`config.mk`:
```
export PLATFORM = sky130hd
export DESIGN_NAME = noc_local_injector_flat
export DESIGN_NICKNAME = d
export VERILOG_FILES = /design/src/rtl/noc_local_injector_if.sv /design/src/rtl/noc_local_injector.sv /design/src/flat_wrapper.sv
export SDC_FILE = /design/constraint.sdc
export NUM_CORES = 1
export LEC_CHECK = 0
export CAP_MARGIN = 20
export CORE_MARGIN = 2
export CORE_UTILIZATION = 45
export CTS_CLUSTER_SIZE = 28
export DETAILED_ROUTE_END_ITERATION = 7
export MAX_ROUTING_LAYER = met4
export PLACE_DENSITY = 0.9
export SLEW_MARGIN = 10
export SYNTH_ARGS = -nofsm -noshare
export SYNTH_HDL_FRONTEND = slang
export SYNTH_SLANG_ARGS = --single-unit
export TNS_END_PERCENT = 50
```
`constraint.sdc`:
```
create_clock -name clk -period 4.1 [get_ports clk]
set_clock_uncertainty 0.05 [all_clocks]
set_input_delay 0.82 -clock clk [delete_from_list [all_inputs] [get_ports clk]]
set_output_delay 0.82 -clock clk [all_outputs]
set_load 0.03 [all_outputs]
```
`src/rtl/noc_local_injector_if.sv`:
```
// Shared NoC constants and the flit interface between a local injector and a
// router input port.
//
// noc_pkg             : default virtual-channel count and flit width.
// Noc_flit_interface  : one flit lane (Flit_Num = 1) shared by all VCs.
//   valid[Channel]    sender -> receiver, one-hot per VC, flit present
//   ready[Channel]    receiver -> sender, per-VC flit acceptance
//   vc_ready[Channel] receiver -> sender, VC free to start a new packet
//   flit[Flit_Num]    sender -> receiver, flit payload
//   is_header/is_tail sender -> receiver, packet framing flags
package noc_pkg;
  parameter int Noc_VC_Channel = 4;
  parameter int Noc_Data_Width = 32;
endpackage

interface Noc_flit_interface #(
  parameter int Channel    = noc_pkg::Noc_VC_Channel,
  parameter int Data_width = noc_pkg::Noc_Data_Width,
  parameter int Flit_Num   = 1
);
  logic [Channel-1:0]    valid;
  logic [Channel-1:0]    ready;
  logic [Channel-1:0]    vc_ready;
  logic [Data_width-1:0] flit      [Flit_Num];
  logic                  is_header [Flit_Num];
  logic                  is_tail   [Flit_Num];

  modport sender (
    output valid, flit, is_header, is_tail,
    input  ready, vc_ready
  );

  modport receiver (
    input  valid, flit, is_header, is_tail,
    output ready, vc_ready
  );
endinterface

```
`src/rtl/noc_local_injector.sv`:
```
// Local packet injector: takes a flit stream from a local source, allocates a
// virtual channel round-robin among the free ones, frames the stream into
// packets (header on first flit, tail on src_last or after Max_Len flits) and
// drives it into the NoC through a single output register.
//
// Ports:
//   clk, rst    single clock, synchronous active-high reset
//   src_valid   source flit present
//   src_ready   source flit accepted this cycle
//   src_data    source flit payload
//   src_last    source flit closes the packet
//   noc         Noc_flit_interface sender side (Flit_Num = 1)
//   busy        a packet is being sent (SEND state)
module noc_local_injector #(
  parameter int Channel    = noc_pkg::Noc_VC_Channel,
  parameter int Data_width = noc_pkg::Noc_Data_Width,
  parameter int Max_Len    = 16
) (
  input  logic                  clk,
  input  logic                  rst,
  input  logic                  src_valid,
  output logic                  src_ready,
  input  logic [Data_width-1:0] src_data,
  input  logic                  src_last,
  Noc_flit_interface.sender     noc,
  output logic                  busy
);

  localparam int Vc_w  = (Channel > 1) ? $clog2(Channel) : 1;
  localparam int Cnt_w = $clog2(Max_Len) + 1;

  typedef enum logic {IDLE, SEND} state_t;

  state_t                state_reg, state_next;
  logic [Vc_w-1:0]       rr_ptr_reg, rr_ptr_next;
  logic [Vc_w-1:0]       sel_vc_reg, sel_vc_next;
  logic                  out_v_reg, out_v_next;
  logic [Data_width-1:0] out_data_reg, out_data_next;
  logic                  out_hdr_reg, out_hdr_next;
  logic                  out_tail_reg, out_tail_next;
  logic [Cnt_w-1:0]      flit_cnt_reg, flit_cnt_next;
  logic                  tail_loaded_reg, tail_loaded_next;

  // ---------------------------------------------------------------------
  // Round-robin VC search. vc_ready is rotated so that bit 0 of vc_rot is
  // the VC at rr_ptr; the lowest set bit of vc_rot is the offset of the
  // winner from rr_ptr.
  // ---------------------------------------------------------------------
  logic [2*Channel-1:0] vc_double;
  logic [Channel-1:0]   vc_rot;
  logic [Vc_w-1:0]      grant_off;
  logic                 grant_found;
  logic [Vc_w:0]        grant_sum;
  logic [Vc_w:0]        grant_wrapped;
  logic [Vc_w-1:0]      grant_vc;
  logic [Vc_w:0]        ptr_sum;
  logic [Vc_w-1:0]      ptr_after;

  assign vc_double = {noc.vc_ready, noc.vc_ready};
  assign vc_rot    = vc_double[rr_ptr_reg +: Channel];

  always_comb begin
    grant_off = '0;
    for (int k = Channel - 1; k >= 0; k--) begin
      if (vc_rot[k]) begin
        grant_off = Vc_w'(k);
      end
    end
  end

  assign grant_found   = |vc_rot;
  assign grant_sum     = {1'b0, rr_ptr_reg} + {1'b0, grant_off};
  // Both operands are below Channel, so one conditional subtract is a full modulo.
  assign grant_wrapped = (grant_sum >= (Vc_w+1)'(Channel)) ? grant_sum - (Vc_w+1)'(Channel) : grant_sum;
  assign grant_vc      = grant_wrapped[Vc_w-1:0];
  assign ptr_sum       = {1'b0, grant_vc} + (Vc_w+1)'(1);
  assign ptr_after     = (ptr_sum == (Vc_w+1)'(Channel)) ? '0 : ptr_sum[Vc_w-1:0];

  // ---------------------------------------------------------------------
  // Handshakes
  // ---------------------------------------------------------------------
  logic out_ready;
  logic load;
  logic xfer;
  logic load_is_tail;

  assign out_ready    = noc.ready[sel_vc_reg];
  assign xfer         = out_v_reg & out_ready;
  // Once the tail sits in the output register nothing more is accepted, so a
  // following packet must go back through allocation.
  assign src_ready    = (state_reg == SEND) & ~tail_loaded_reg & (~out_v_reg | out_ready);
  assign load         = src_valid & src_ready;
  assign load_is_tail = src_last | (flit_cnt_reg == Cnt_w'(Max_Len - 1));

  // ---------------------------------------------------------------------
  // Next-state logic
  // ---------------------------------------------------------------------
  always_comb begin
    state_next       = state_reg;
    rr_ptr_next      = rr_ptr_reg;
    sel_vc_next      = sel_vc_reg;
    out_v_next       = out_v_reg;
    out_data_next    = out_data_reg;
    out_hdr_next     = out_hdr_reg;
    out_tail_next    = out_tail_reg;
    flit_cnt_next    = flit_cnt_reg;
    tail_loaded_next = tail_loaded_reg;

    case (state_reg)
      IDLE: begin
        if (src_valid && grant_found) begin
          state_next       = SEND;
          sel_vc_next      = grant_vc;
          rr_ptr_next      = ptr_after;
          flit_cnt_next    = '0;
          tail_loaded_next = 1'b0;
        end
      end
      SEND: begin
        if (xfer && out_tail_reg) begin
          state_next       = IDLE;
          out_v_next       = 1'b0;
          tail_loaded_next = 1'b0;
        end else begin
          if (xfer) begin
            out_v_next = 1'b0;
          end
          if (load) begin
            out_v_next    = 1'b1;
            out_data_next = src_data;
            out_hdr_next  = (flit_cnt_reg == '0);
            out_tail_next = load_is_tail;
            flit_cnt_next = flit_cnt_reg + Cnt_w'(1);
            if (load_is_tail) begin
              tail_loaded_next = 1'b1;
            end
          end
        end
      end
      default: begin
        state_next = IDLE;
      end
    endcase
  end

  always_ff @(posedge clk) begin
    if (rst) begin
      state_reg       <= IDLE;
      rr_ptr_reg      <= '0;
      sel_vc_reg      <= '0;
      out_v_reg       <= 1'b0;
      out_data_reg    <= '0;
      out_hdr_reg     <= 1'b0;
      out_tail_reg    <= 1'b0;
      flit_cnt_reg    <= '0;
      tail_loaded_reg <= 1'b0;
    end else begin
      state_reg       <= state_next;
      rr_ptr_reg      <= rr_ptr_next;
      sel_vc_reg      <= sel_vc_next;
      out_v_reg       <= out_v_next;
      out_data_reg    <= out_data_next;
      out_hdr_reg     <= out_hdr_next;
      out_tail_reg    <= out_tail_next;
      flit_cnt_reg    <= flit_cnt_next;
      tail_loaded_reg <= tail_loaded_next;
    end
  end

  // ---------------------------------------------------------------------
  // Outputs: the single output lane is steered onto the allocated VC only.
  // ---------------------------------------------------------------------
  for (genvar gi = 0; gi < Channel; gi++) begin : g_valid
    assign noc.valid[gi] = out_v_reg & (sel_vc_reg == Vc_w'(gi));
  end

  assign noc.flit[0]      = out_data_reg;
  assign noc.is_header[0] = out_hdr_reg;
  assign noc.is_tail[0]   = out_tail_reg;
  assign busy             = (state_reg == SEND);

endmodule

```
`src/flat_wrapper.sv`:
```
// flat-port wrapper written by rule: the top's interface ports become plain ports
module noc_local_injector_flat 
#(
  parameter int Channel    = noc_pkg::Noc_VC_Channel,
  parameter int Data_width = noc_pkg::Noc_Data_Width,
  parameter int Max_Len    = 16
)
  (clk, rst, src_valid, src_ready, src_data, src_last, busy, noc_valid, noc_flit, noc_is_header, noc_is_tail, noc_ready, noc_vc_ready);
  Noc_flit_interface #(.Channel(Channel), .Data_width(Data_width), .Flit_Num(1)) noc_i ();
  input  logic clk;
  input  logic rst;
  input  logic src_valid;
  output logic src_ready;
  input  logic [Data_width-1:0] src_data;
  input  logic src_last;
  output logic busy;
  output wire logic [$bits(noc_i.valid)-1:0] noc_valid;
  output wire logic [$bits(noc_i.flit)-1:0] noc_flit;
  output wire logic [$bits(noc_i.is_header)-1:0] noc_is_header;
  output wire logic [$bits(noc_i.is_tail)-1:0] noc_is_tail;
  input wire logic [$bits(noc_i.ready)-1:0] noc_ready;
  input wire logic [$bits(noc_i.vc_ready)-1:0] noc_vc_ready;
  assign noc_valid = noc_i.valid;
  assign noc_flit = {>>{noc_i.flit}};
  assign noc_is_header = {>>{noc_i.is_header}};
  assign noc_is_tail = {>>{noc_i.is_tail}};
  assign noc_i.ready = noc_ready;
  assign noc_i.vc_ready = noc_vc_ready;
  noc_local_injector #(.Channel(Channel), .Data_width(Data_width), .Max_Len(Max_Len)) u_core (.clk(clk), .rst(rst), .src_valid(src_valid), .src_ready(src_ready), .src_data(src_data), .src_last(src_last), .noc(noc_i), .busy(busy));
endmodule
```
==> results.txt <==
Of the cells placed in the final design, the portion with a size suffix greater than 1 is 0.0486. The cell chosen for the clock root is clkbuf_8. The slack of the worst reg-to-reg path is 1.71 ns. The horizontal die dimension is 70.7 um. The net count reported at finish came out at between 300 and 400.

The number of placed instances with taps included came out at around 370. The cell with the largest stage delay on the worst path is clkdlybuf4s50_1. Counting cells, the worst reg-to-reg path comes to 9. The sort of element at the start of the critical path is an input pin. The global-route wire length before repair came out at 7530 um. The flow ran to the end, and the final reports show no timing, DRC or antenna violations. The post-synthesis area per instance came out at slightly below 8 sq um. After synthesis the cells add up to 2000 sq um.

Detailed routing inserted a total of 1917 vias. Dividing the detail-routed wire length by the instance count gives 11.9 um. Yosys printed 0 warnings.

Setup repair after global routing left no endpoint under its margin. In this run the remaining antenna-violating nets after routing total 0. The half-perimeter wire length of the detailed placement result came out at 3180 um. The worst setup path is captured at an output pin. The clock insertion delay at the later pin of the skew report came out at 0.30 ns. The post-detailed-route DRC marker count came out at 0. The count of buffers inserted at the top-level ports is between 80 and 90. After technology mapping, the gate count stands at about 260.

The number of maximum-capacitance violations came out at 0. The number of detailed-route iterations in the first pass is 4. The CTS clock-pin slew for the worst setup and hold paths came out at 0.08 ns. The count of final hold-check violations is 0.

After detailed routing, the number of vias per cell comes to 5.03. The number of gates resized after CTS was 0. The height of the die is 70.7 um. The final setup TNS is 0 ns.

At the pin with the least slew margin, the transition time is about 0.83 ns. The final critical-path required period came out at 3.54 ns. The data required time at the worst endpoint is 3.23 ns. The largest incremental delay on the critical path is 0.58 ns. The highest clock rate came out at 282 MHz.

The number of DRC markers after the initial detailed-route iteration is 96. The final count of pins violating max slew is 0. The sequential area share after synthesis came out at 0.461. The endpoint identified for the worst register-to-register timing path is u_core.rr_ptr_reg[1]$_SDFFE_PP0P_.

The number of global-route vias before repair is 1770. After clock tree synthesis, the flow added hold-fix buffers numbering 0. The most critical setup path has its endpoint at src_ready. The critical path starts at noc_ready[3]. The I/O pin count is 84. Relative to the synthesized area, the layout overhead comes to 46.0%. The total CTS buffers came out at 5. The number of placement rows came out at 24. Leaving out fill and tap cells, the most frequent cell in the layout is clkdlybuf4s50_1. IR analysis of the VDD net gives a maximum drop of between 200 and 300 uV. The synthesized net count is about 300. The clock tree buffer depth is 2.

The count of placed standard cells in the final layout, fillers left out is 381. The setup violation total in the final timing report came out at 0. Counting flops and latches in the post-synthesis netlist gives 46. The register with the most flip-flops in the layout has 32 of them.

The cell that appears most often on the critical path is clkdlybuf4s50_1. The relative max-transition margin came out at 0.444. The power per cell area is 366 nW/um^2. The die outline area came out at 4990 sq um. The CTS H-tree depth is 2.

TritonCTS built the clock tree. The routed wire length is approximately 4500 um. In this run the worst hold path is classified as register to register.

The routability congestion estimate is 0.798. The worst setup path is of the input pin to output pin kind. The starting utilization of the core area is 0.462. Entering global routing, the biggest net connects 48 pins. The number of diodes added for antenna fixing is 0. The total setup buffers inserted after CTS is 0. Of all nets on the critical path, the largest fanout is 4. The area of the core came out at 4320 sq um.

The number of clock sinks is 46. The ratio of final minimum period to clock period came out at 0.864. The leakage power total came out at 1.04 nW. The startpoint identified for the worst register-to-register timing path is u_core.rr_ptr_reg[0]$_SDFFE_PP0P_. The distinct cell type count of the synthesized netlist is 36. The global router's overall resource usage came out at 0.191.

The signal on the critical path passes through clkdlybuf4s50_1, mux4_2, nand2b_1, and3_1, clkdlybuf4s50_1. In the layout the commonest cells are clkdlybuf4s50_1, nand2_1, dfxtp_1. The layout filler cell count is 372. The sum of overflow across all layers after global routing came out at 0. The data arrival time at the worst-slack endpoint is 2.67 ns. The number of antenna violations at the first check in global routing is 0.
how the worst min path moves through the flow:
stage / end / slack [ns] / from / cells after the start
after floorplan: u_core.tail_loaded_reg$_SDFFE_PP0P_ / 0.42 / u_core.tail_loaded_reg$_SDFFE_PP0P_ / 2
after global placement: u_core.noc.flit[14]$_SDFFE_PP0P_ / 0.39 / u_core.noc.flit[14]$_SDFFE_PP0P_ / 2
after detailed placement: u_core.noc.flit[23]$_SDFFE_PP0P_ / 0.40 / u_core.noc.flit[23]$_SDFFE_PP0P_ / 2
after CTS: u_core.noc.flit[13]$_SDFFE_PP0P_ / 0.41 / u_core.noc.flit[13]$_SDFFE_PP0P_ / 2
after global routing: u_core.noc.flit[21]$_SDFFE_PP0P_ / 0.42 / u_core.noc.flit[21]$_SDFFE_PP0P_ / 2
final: u_core.noc.flit[13]$_SDFFE_PP0P_ / 0.40 / u_core.noc.flit[13]$_SDFFE_PP0P_ / 2
cell type report:
type,count,area (sq um),area share
Multi-Input combinational cell,185,963,0.330
Sequential cell,46,921,0.315
Timing Repair Buffer,85,841,0.288
Clock buffer,6,72.6,0.0249
Tap cell,52,65.1,0.0223
Clock inverter,2,37.5,0.0129
Inverter,5,18.8,0.00643
cells in the mapped netlist:
library cell	number	area (sq um)
nand3b_1	1	7.51
mux4_2	1	22.5
a211oi_1	3	22.5
a32oi_1	1	8.76
nand4_1	1	6.26
inv_1	5	18.8
nor2_1	19	71.3
a21oi_1	41	205
o32ai_1	2	17.5
o21ai_0	1	5.00
nand2_1	78	293
a2111oi_2	1	15.0
nand2b_1	4	25.0
nor4b_1	1	8.76
a31o_2	1	8.76
nand3_1	3	15.0
clkbuf_1	10	37.5
and3b_1	2	17.5
nor4_1	1	6.26
ha_1	4	50.1
and3_1	3	18.8
a31oi_1	2	12.5
a211o_1	1	8.76
a21o_1	1	7.51
buf_1	1	3.75
buf_2	2	10.0
xor2_1	3	26.3
nand2b_2	1	8.76
buf_6	2	22.5
a21oi_2	1	8.76
dfxtp_1	46	921
nor3_2	1	10.0
xnor2_1	3	26.3
nor3_1	3	15.0
nor3b_1	1	7.51
buf_4	4	30.0
cell families after synthesis:
logic type      after synthesis  share of synthesized area
simple gates                119                      0.255
compound gates               55                      0.160
flops                        46                      0.461
buf+inv                      24                     0.0613
xor+xnor                      6                     0.0263
fa+ha+maj                     4                     0.0250
mux                           1                     0.0113
critical path, delay by kind of cell:
family                 cells  cell delay, ns
buffers and inverters      2            0.99
multiplexers               1            0.52
AND/OR/NAND/NOR            2            0.34
per-stage QoR:
step | util | hold slack, ns | instance area (sq um) | setup slack (ns) | total power (W)
6_report | 0.675 | 0.405 | 2920 | 0.558 | 0.00107
5_1_grt | 0.675 | 0.423 | 2920 | 0.500 | 0.00112
4_1_cts | 0.675 | 0.406 | 2920 | 0.550 | 0.00108
3_5_place_dp | 0.650 | 0.397 | 2810 | 0.557 | 0.000750
3_3_place_gp | 0.650 | 0.391 | 2810 | 0.590 | 0.000743
2_1_floorplan | - | 0.423 | 2000 | 1.37 | 0.000658
power breakdown:
group / switching, W / total [W] / internal [W]
registers: 0.0000261 / 0.000497 / 0.000471
logic: 0.000122 / 0.000242 / 0.000120
clock network: 0.000148 / 0.000330 / 0.000182
total: 0.000296 / 0.00107 / 0.000773
per-layer routing:
layer  up-vias  track usage  wire (um)
met5         -            -          0
met4         0       0.0881        107
met3         9       0.0427        311
met2        62        0.320       2180
met1       859        0.218       1920
li1        987            -          -
Note: power is estimated with default switching activity, not from simulation.
